<file path="src/rtl/wb_write_queue.sv">
// Writeback write queue: in-order FIFO in front of the register file's single
// write port, with a youngest-match bypass lookup for the decode stage.
module wb_write_queue #(
  parameter int DEPTH  = 4,
  parameter int ADDR_W = 5,
  parameter int DATA_W = 32
) (
  input  logic                     clk,
  input  logic                     rst,
  input  logic                     in_valid,
  output logic                     in_ready,
  input  logic [ADDR_W-1:0]        in_rd,
  input  logic [DATA_W-1:0]        in_data,
  input  logic                     drain_en,
  output logic                     rf_RegWrite,
  output logic [ADDR_W-1:0]        rf_writeReg,
  output logic [DATA_W-1:0]        rf_writeData,
  input  logic [ADDR_W-1:0]        q_reg1,
  input  logic [ADDR_W-1:0]        q_reg2,
  output logic                     hit1,
  output logic                     hit2,
  output logic [DATA_W-1:0]        hit_data1,
  output logic [DATA_W-1:0]        hit_data2,
  output logic [$clog2(DEPTH):0]   count,
  output logic                     empty,
  output logic                     full
);
  localparam int PW = $clog2(DEPTH);
  localparam int CW = PW + 1;

  logic [ADDR_W-1:0] r_rd   [DEPTH];
  logic [DATA_W-1:0] r_data [DEPTH];
  logic [PW-1:0]     r_wptr, r_rptr;
  logic [CW-1:0]     r_count;
  logic              w_push, w_pop, w_active;
  logic [DATA_W:0]   w_byp1, w_byp2;

  assign count    = r_count;
  assign empty    = (r_count == '0);
  assign full     = (r_count == CW'(DEPTH));
  assign in_ready = rst && !full;

  // Outputs are also gated by reset so nothing queued leaks out during the reset cycle.
  assign w_active     = rst && !empty;
  assign rf_RegWrite  = w_active && drain_en;
  assign rf_writeReg  = w_active ? r_rd[r_rptr]   : '0;
  assign rf_writeData = w_active ? r_data[r_rptr] : '0;

  // Writes to x0 complete the handshake but are dropped.
  assign w_push = in_valid && in_ready && (in_rd != '0);
  assign w_pop  = rf_RegWrite;

  always_ff @(posedge clk) begin
    if (w_push) begin
      r_rd[r_wptr]   <= in_rd;
      r_data[r_wptr] <= in_data;
    end
  end

  always_ff @(posedge clk) begin
    if (!rst) begin
      r_wptr  <= '0;
      r_rptr  <= '0;
      r_count <= '0;
    end else begin
      if (w_push) r_wptr <= r_wptr + 1'b1;
      if (w_pop)  r_rptr <= r_rptr + 1'b1;
      case ({w_push, w_pop})
        2'b10:   r_count <= r_count + 1'b1;
        2'b01:   r_count <= r_count - 1'b1;
        default: r_count <= r_count;
      endcase
    end
  end

  // Walk entries oldest to youngest so the last match (youngest) wins.
  function automatic logic [DATA_W:0] lookup(input logic [ADDR_W-1:0] q);
    logic [DATA_W:0] res;
    logic [PW-1:0]   idx;
    res = '0;
    for (int i = 0; i < DEPTH; i++) begin
      idx = r_rptr + PW'(i);
      if (rst && (q != '0) && (CW'(i) < r_count) && (r_rd[idx] == q))
        res = {1'b1, r_data[idx]};
    end
    return res;
  endfunction

  always_comb begin
    w_byp1 = lookup(q_reg1);
    w_byp2 = lookup(q_reg2);
  end

  assign {hit1, hit_data1} = w_byp1;
  assign {hit2, hit_data2} = w_byp2;
endmodule

</file>
<file path="config.mk">
export PLATFORM = sky130hd
export DESIGN_NAME = wb_write_queue
export DESIGN_NICKNAME = d
export VERILOG_FILES = /design/src/rtl/wb_write_queue.sv
export SDC_FILE = /design/constraint.sdc
export NUM_CORES = 1
export LEC_CHECK = 0
export CORE_MARGIN = 1
export CORE_UTILIZATION = 38
export CTS_BUF_LIST = sky130_fd_sc_hd__clkbuf_16
export DETAILED_ROUTE_END_ITERATION = 7
export MAX_ROUTING_LAYER = met4
export PLACE_DENSITY = 0.69
export SETUP_SLACK_MARGIN = 0.2
export SLEW_MARGIN = 5
export SYNTH_ARGS = -nofsm -noshare
export SYNTH_HDL_FRONTEND = slang
export SYNTH_SLANG_ARGS = --single-unit
</file>
<file path="constraint.sdc">
create_clock -name clk -period 5.4 [get_ports clk]
set_clock_uncertainty 0.05 [all_clocks]
set_input_delay 1.08 -clock clk [delete_from_list [all_inputs] [get_ports clk]]
set_output_delay 1.08 -clock clk [all_outputs]
set_load 0.005 [all_outputs]
</file>
== Yosys cells after proc, flatten, opt, wreduce, memory -nomap -nowiden ==
Memory sizes are Yosys's and may differ from the RTL's. A register that Yosys moved wholly into a read port is not among the register bits.
Index checks and enable logic that the tools add are counted.
Storage, ports and cells
  register bits after elaboration: 7
  memory bits (writable): 148
  output and inout port bits: 110
  word-level logic and storage cells: 73
  memories: 2
Operators by class
  add/subtract/negate cells: 6
  magnitude comparators: 4
  eq/ne operators: 11
  muxes and demuxes: 17
  reduce and logical (&&, ||, !) cells: 30
Memories
  r_data: words 4, width 32, rd ports 4, clocked after Yosys merged registers in 1, write ports 1, line 32  | logic [DATA_W-1:0] r_data [DEPTH];
  r_rd: words 4, width 5, rd ports 4, clocked after Yosys merged registers in 1, write ports 1, line 31  | logic [ADDR_W-1:0] r_rd [DEPTH];
Operators with widths (count)
  2-to-1 mux 33 bit: 8
  == test 5 bit: 8
  2-to-1 mux 32 bit: 1
  logical AND 1 bit: 23
  nonzero test 5 bit: 3
  2-to-1 mux 2 bit: 4
  < comparator 1 x 3 -> 1 bit (first input constant): 2
  < comparator 2 x 3 -> 1 bit (first input constant): 2
  one-hot mux 3 bit (2 select lines): 1
  2-to-1 mux 5 bit: 1
  adder 2 x 1 -> 2 bit (second input constant): 2
  adder 2 bit (second input constant): 2
  adder 3 x 1 -> 3 bit (second input constant): 1
  == test 3 bit (second input constant): 1
  zero test 3 bit: 1
  subtractor 3 x 1 -> 3 bit (second input constant): 1
  == test 2 x 1 -> 1 bit (second input constant): 1
  == test 2 bit (second input constant): 1
  zero test 1 bit: 2
  2-to-1 mux 1 bit: 2
  nonzero test 2 bit: 1

== Logic depth before layout (Yosys ltp) ==
Gate-level depths: netlist of run 1.
  depth after elaboration: 8
  mapped depth: 13

== Least setup slack after synthesis of run 1 ==
Ideal clock, no wire load.
  path kind: input -> output
  start: input port q_reg2[1]
  end: output port hit_data2[10]
  arrival: 3.011 ns
  required time: 4.270 ns
  path slack: 1.259 ns
  cell stages on the path: 9
  path through: clkbuf_1 or4_1 o21ai_1 nand3b_1 or2_1 buf_6 buf_2 mux2i_1 o221ai_2
On the way
  cells in the longest elaborated chain, start to end: 8
RTL lines
  from (decl): line 19  | input logic [ADDR_W-1:0] q_reg2,
  nonzero test 5 bit: line 83  | if (rst && (q != '0) && (CW'(i) < r_count) && (r_rd[idx] == q))
  logical AND 1 bit (3 in series): line 83
  2-to-1 mux 33 bit (3 in series): line 83
  2-to-1 mux 33 bit (*): line 83
  to (decl): line 23  | output logic [DATA_W-1:0] hit_data2,
Mark *: on every way between the ends. The rest lies on a longest branch, timed or not.

== Worst setup path in the final report of run 1 ==
  start: input port q_reg1[1]
  end: output port hit_data1[0]
On the way
  cells in the longest elaborated chain, start to end: 8
RTL lines
  from (decl): line 18  | input logic [ADDR_W-1:0] q_reg1,
  nonzero test 5 bit: line 83
  logical AND 1 bit (3 in series): line 83
  2-to-1 mux 33 bit (3 in series): line 83
  2-to-1 mux 33 bit (*): line 83
  to (decl): line 22  | output logic [DATA_W-1:0] hit_data1,
Marks and branches as above.

==> results of run 1 <==
flip-flops by register name, indices dropped and copies added (netlist names), named ones only:
| signal | cells |
|---|---|
| r_wptr | 2 |
| r_rptr | 2 |
| count | 3 |
| r_rd | 20 |
| r_data | 128 |
worst min path at each step:
stage	startpoint	to	slack, ns
after floorplan	count[2]	count[2]	0.48
after global placement	r_wptr[1]	r_wptr[1]	0.51
after detailed placement	r_wptr[1]	r_wptr[1]	0.52
after CTS	r_wptr[1]	r_wptr[1]	0.52
after global routing	r_wptr[1]	r_wptr[1]	0.54
final	r_wptr[1]	r_wptr[1]	0.52
where the power goes:
part	internal [W]	switching, W
Clock	0.000669	0.000471
Combinational	0.000288	0.000264
Sequential	0.00136	0.0000396
Total	0.00232	0.000774
cells in the mapped netlist, drive strengths merged, types with 11 or more instances:
cell type  number
clkbuf         32
nand2          93
mux2i          45
xnor2          41
a22oi          15
mux4          141
o21ai          11
buf            54
inv            24
nor2           13
o22ai          32
and3           32
edfxtp        148
o221ai         31
a31oi          16
a21oi          27
placed cells by master (no fill, tap or decap), types with 6 or more instances in the layout:
master,Yosys,layout
xor2_1,6,6
nand2_1,92,92
clkdlybuf4s50_1,0,157
a31oi_1,16,16
mux4_2,141,141
o221ai_1,12,10
buf_4,5,37
buf_12,0,6
o221ai_2,19,20
ha_1,9,9
o22ai_1,32,32
a22oi_1,15,15
edfxtp_1,148,148
clkbuf_16,0,17
inv_1,24,26
xnor2_1,41,41
o21ai_0,8,8
nor2_1,12,11
mux2i_1,43,43
and3_1,32,32
a21oi_1,27,27
a22o_1,6,6
and2_1,10,6
final cells by class:
class,instances,area [sq um],area share [%]
Tap cell,384,480,3.41
Multi-Input combinational cell,569,6280,44.7
Antenna cell,1,2.50,0.0178
Sequential cell,157,4640,32.9
Clock buffer,17,425,3.02
Clock inverter,15,133,0.942
Timing Repair Buffer,205,2020,14.4
Inverter,24,90.1,0.640
worst reg2reg max path, cell delays in order (launching register included):
cell,delay [ns]
dfxtp_1,0.50
inv_1,0.12
ha_1,0.23
and2_1,0.22
nor2b_1,0.18
nand2_1,0.09
a21oi_1,0.41
and2_2,0.76
buf_4,0.41
per-stage QoR:
step / hold slack [ns] / power [W] / utilization [%] / instance area (sq um)
finish: 0.522 / 0.00310 / 48.4 / 14100
global route: 0.545 / 0.00320 / 48.4 / 14100
CTS: 0.525 / 0.00311 / 48.1 / 14000
detailed placement: 0.516 / 0.00198 / 46.2 / 13400
global placement: 0.507 / 0.00197 / 46.2 / 13400
floorplan: 0.475 / 0.00176 / - / 11400
kinds of logic (layout without fill, tap and decap cells):
family                     Yosys count  after routing  synth area share, %
xor gates and xnor gates            47             47                 3.62
muxes                              190            190                 32.4
buffers and inverters              110            261                 4.70
adders and majority gates            9              9                0.992
DFF                                157            157                 40.7
AOI/OAI and AO/OA                  141            141                 9.49
and+or+nand+nor                    182            182                 8.09
other                                0              1                    0
what timing repair did:
item	4_1_cts	5_1_grt
cloned	0	0
pin swaps	1	2
buffers inserted	0	4
gates resized for setup	2	9
endpoints found under the setup margin	8	57
per-layer routing:
layer	GRT usage, %	vias up	share of wire, %
li1	-	3691	-
met1	27.6	4376	41
met2	35.1	432	49
met3	3.20	52	6.7
met4	9.28	0	2.8
met5	-	-	0
==> flow_metrics.env, run 1 <==
export IMPL_outcome="finished clean"
export IMPL_cp_top_family="buffers and inverters"
export IMPL_path_clk_slew_ns=0.06
export IMPL_core_sq_um=29100
export IMPL_peakVddDrop_v=0.000170
export IMPL_path_depth=10
export IMPL_worst_pin_slew_ns=0.795
export IMPL_drc=0
export IMPL_path_cells="clkdlybuf4s50_1 > buf_4 > xnor2_1 > nand4_1 > or4_4 > nor2_4 > buf_12 > nand2_1 > a31oi_1 > clkdlybuf4s50_1"
export IMPL_n_fill_cell=2501
export IMPL_cts_sinks=157
export IMPL_yosys_warnings=0
export IMPL_clk_latency_ns=0.42
export IMPL_antenna_found_initial=1
export IMPL_num_nets_final=1034
export IMPL_critPathLaunchType="input port"
export IMPL_ys_ff_latch=157
export IMPL_synth_main_ff_cell="edfxtp_1"
export IMPL_syn_area_sq_um=11400
export IMPL_fin_crit_ns=5.11
export IMPL_r2r_end="r_data[1][31]"
export IMPL_place_ws_ns=0.143
export IMPL_hp_class="reg2reg"
export IMPL_cts_buffers=17
export IMPL_drive_gt1_share_pct=26.6
export IMPL_static_leakage_power_nw=4.48
export IMPL_grt_max_degree=53
export IMPL_syn_num_nets=896
export IMPL_cts_hold_buf=0
export IMPL_crit_fanout=14
export IMPL_die_height_um=175
export IMPL_rows=62
export IMPL_synth_edf_count=148
export IMPL_drtAntennaViolNets=0
export IMPL_r2r_slack_ns=2.11
export IMPL_gp_congestion=0.952
export IMPL_synthCells=836
export IMPL_first_global_vias=8258
export IMPL_crit_top_cell="clkdlybuf4s50_1"
export IMPL_grt_usage_pct=21.8
export IMPL_cts_root_buf="clkbuf_16"
export IMPL_max_freq_mhz=196
export IMPL_hold_viol_final=0
export IMPL_io_pins=161
export IMPL_avgSynthCellArea_sq_um=13.6
export IMPL_die_w_um=175
export IMPL_cp_required_ns=4.27
export IMPL_first_iter_violations=951
export IMPL_timing_final_crit_share_pct=94.6
export IMPL_synth_sequential_area_ratio_pct=40.7
export IMPL_cap_viol_max_count=0
export IMPL_setup_viol=0
export IMPL_critPathCapture="hit_data1[0]"
export IMPL_cts_buffer_depth=2
export IMPL_crit_buf_inv=4
export IMPL_worstReg2RegStart="count[0]"
export IMPL_via_count=8551
export IMPL_yosysTopAreaCell="edfxtp_1"
export IMPL_yosys_cell_types_count=45
export IMPL_initial_core_util_pct=39.0
export IMPL_critPathArrivalTime_ns=3.98
export IMPL_finalSetupTns_ns=0
export IMPL_dp_cells=1335
export IMPL_dr_pass1_iters=5
export IMPL_drv_slew=0
export IMPL_setup_worst_path_start="q_reg1[1]"
export IMPL_routedWlPerCell_um=23.8
export IMPL_cts_tree="yes"
export IMPL_worstRegToRegCells=8
export IMPL_synth_top_area_share_pct=39.1
export IMPL_critical_path_class="in2out"
export IMPL_relSlewSlack_pct=47.0
export IMPL_vias_per_cell=6.23
export IMPL_rsz0062_at_grt="true"
export IMPL_async_flop_share_pct=0
export IMPL_cts_max_level=4
export IMPL_dieArea_sq_um=30600
export IMPL_hold_depth=2
export IMPL_layout_cells_non_filler=1372
export IMPL_syn_to_final_growth_pct=23.9
export IMPL_crit_slowest_cell="or4_4"
export IMPL_fin_ws_ns=0.293
export IMPL_grt_pass1_wl_mm=48.8
export IMPL_power_density_nw_per_um2=220
export IMPL_max_stage_delay_ns=0.62
export IMPL_hpwl_mm=22.5
export IMPL_synth_area_top_cells="edfxtp_1 39%, mux4_2 28%, mux2i_1 3.8%, xnor2_1 3.2%, nand2_1 3.0%"
export IMPL_port_buffers=160
export IMPL_routed_wirelength_mm=32.6
export IMPL_end_kind="output pin"
export IMPL_gr_total_overflow=0
No activity file was read; power rests on OpenSTA's default activity.
==> inputs of run 2 (changes only) <==
Settings changed: SETUP_SLACK_MARGIN 0.2 to 0.02, SLEW_MARGIN 5 to 10.
==> run 2 against run 1 <==
Against the previous run:
- sequential power is essentially flat
- wire length fell by 0.18%
- via count increased by 0.32%
- setup slack got worse by 0.098 ns
- worst hold slack barely moved
- clock-buffer cell count unchanged
- sequential share of layout area is 0.14 points higher
- clock power about the same
- cell area decreased by 0.44%
- non-clock buffer count shrank 1
- combinational power is essentially flat
==> flow_metrics.env, run 2 (synthesized netlist as in run 1, its figures left out) <==
export IMPL_rsz0062_at_grt="false"
export IMPL_rows=62
export IMPL_fin_crit_ns=5.21
export IMPL_end_kind="output pin"
export IMPL_die_w_um=175
export IMPL_hold_depth=2
export IMPL_regMostFlops="r_data"
export IMPL_path_clk_slew_ns=0.06
export IMPL_cts_max_level=4
export IMPL_use_met1_pct=27.6
export IMPL_gr_total_overflow=0
export IMPL_setup_worst_path_start="q_reg2[0]"
export IMPL_timing_final_crit_share_pct=96.4
export IMPL_grt_max_degree=53
export IMPL_finalSetupTns_ns=0
export IMPL_r2r_end="r_data[1][31]"
export IMPL_initial_core_util_pct=39.0
export IMPL_cts_tree="yes"
export IMPL_crit_top_cell="clkdlybuf4s50_1"
export IMPL_path_cells="clkdlybuf4s50_1 > or4_1 > o21ai_1 > buf_4 > nand3b_1 > or2_2 > buf_12 > mux2i_1 > o221ai_1 > clkdlybuf4s50_1"
export IMPL_cts_root_buf="clkbuf_16"
export IMPL_met3_usage_pct=3.20
export IMPL_drive_gt1_share_pct=26.1
export IMPL_grt_busiest_layer="met2"
export IMPL_max_stage_delay_ns=0.58
export IMPL_cts_sinks=157
export IMPL_final_cell_mix="159 x clkdlybuf4s50_1, 148 x edfxtp_1, 141 x mux4_2"
export IMPL_cp_required_ns=4.27
export IMPL_hpwl_mm=22.5
export IMPL_power_density_nw_per_um2=221
export IMPL_worst_pin_slew_ns=0.814
export IMPL_peakVddDrop_v=0.000172
export IMPL_relSlewSlack_pct=45.7
export IMPL_routed_wirelength_mm=32.5
export IMPL_vias_per_cell=6.26
export IMPL_grt_pass1_wl_mm=48.8
export IMPL_core_sq_um=29100
export IMPL_num_nets_final=1033
export IMPL_worstRegToRegCells=8
export IMPL_r2r_slack_ns=2.09
export IMPL_first_global_vias=8263
export IMPL_first_iter_violations=967
export IMPL_regArea_sq_um=4640
export IMPL_die_height_um=175
export IMPL_dieArea_sq_um=30600
export IMPL_crit_fanout=33
export IMPL_final_common_cell="clkdlybuf4s50_1"
export IMPL_multi_input_area_sq_um=6240
export IMPL_clk_latency_ns=0.42
export IMPL_static_leakage_power_nw=4.45
export IMPL_critPathLaunchType="input port"
export IMPL_outcome="finished clean"
export IMPL_antenna_found_initial=1
export IMPL_setup_viol=0
export IMPL_hp_class="reg2reg"
export IMPL_gp_congestion=0.952
export IMPL_critPathArrivalTime_ns=4.08
export IMPL_dp_cells=1335
export IMPL_n_fill_cell=2501
export IMPL_cap_viol_max_count=0
export IMPL_grt_use_met2_pct=35.1
export IMPL_routedWlPerCell_um=23.7
export IMPL_dr_pass1_iters=5
export IMPL_crit_slowest_cell="clkdlybuf4s50_1"
export IMPL_syn_to_final_growth_pct=23.4
export IMPL_worstReg2RegStart="count[0]"
export IMPL_io_pins=161
export IMPL_critPathCapture="hit_data2[0]"
export IMPL_drv_slew=0
export IMPL_hold_viol_final=0
export IMPL_drc=0
export IMPL_cts_buffers=17
export IMPL_cts_buffer_depth=2
export IMPL_max_freq_mhz=192
export IMPL_grt_usage_pct=21.8
export IMPL_largest_reg_flops=128
export IMPL_drtAntennaViolNets=0
export IMPL_critical_path_class="in2out"
export IMPL_port_buffers=160
export IMPL_via_count=8578
export IMPL_layout_cells_non_filler=1371
==> run 2: report_power, final <==
part	internal [W]	switching (W)	total (W)
sequential	0.00136	0.0000398	0.00140
clock	0.000669	0.000471	0.00114
combinational	0.000287	0.000262	0.000549
total	0.00232	0.000773	0.00309
==> run 2: through the flow <==
stage                     hold slack, ns  util (%)  cell area (sq um)  total power (W)  setup WS (ns)
after floorplan                    0.475         -              11400          0.00176           1.26
after global placement             0.507      46.2              13400          0.00197          0.141
after detailed placement           0.516      46.2              13400          0.00198          0.143
after CTS                          0.525      48.1              14000          0.00311         0.0947
after global routing               0.545      48.2              14000          0.00319         0.0295
final                              0.521      48.2              14000          0.00309          0.195
==> run 2: timing repair <==
item	4_1_cts	5_1_grt
hold buffers	0	0
setup buffers	0	3
gates resized for setup	0	1
endpoints found under the setup margin	0	14
==> run 2: area by class of cell <==
class | count | area share, %
well taps | 384 | 3.43
repair buffers | 204 | 14.3
clock buffers | 17 | 3.04
clock inverters | 15 | 0.946
flip-flops and latches | 157 | 33.1
multi-input cells | 569 | 44.5
diodes | 1 | 0.0179
inverters | 24 | 0.643
==> run 2: worst max-delay path, delay by kind of cell <==
kind            cells  cell delay, ns
mux                 1            0.12
compound gates      2            0.48
simple gates        3            0.82
buf+inv             4            1.53
==> run 2: worst min-delay path by stage <==
stage | startpoint | endpoint
floorplan | count[2] | count[2]
global placement | r_wptr[1] | r_wptr[1]
detailed placement | r_wptr[1] | r_wptr[1]
CTS | r_wptr[1] | r_wptr[1]
global route | r_wptr[1] | r_wptr[1]
finish | r_wptr[1] | r_wptr[1]
==> run 2: per-layer routing <==
layer	up-vias	routed length, um
met5	-	0
li1	3686	-
met4	0	1120
met1	4326	13100
met2	498	15800
met3	68	2530
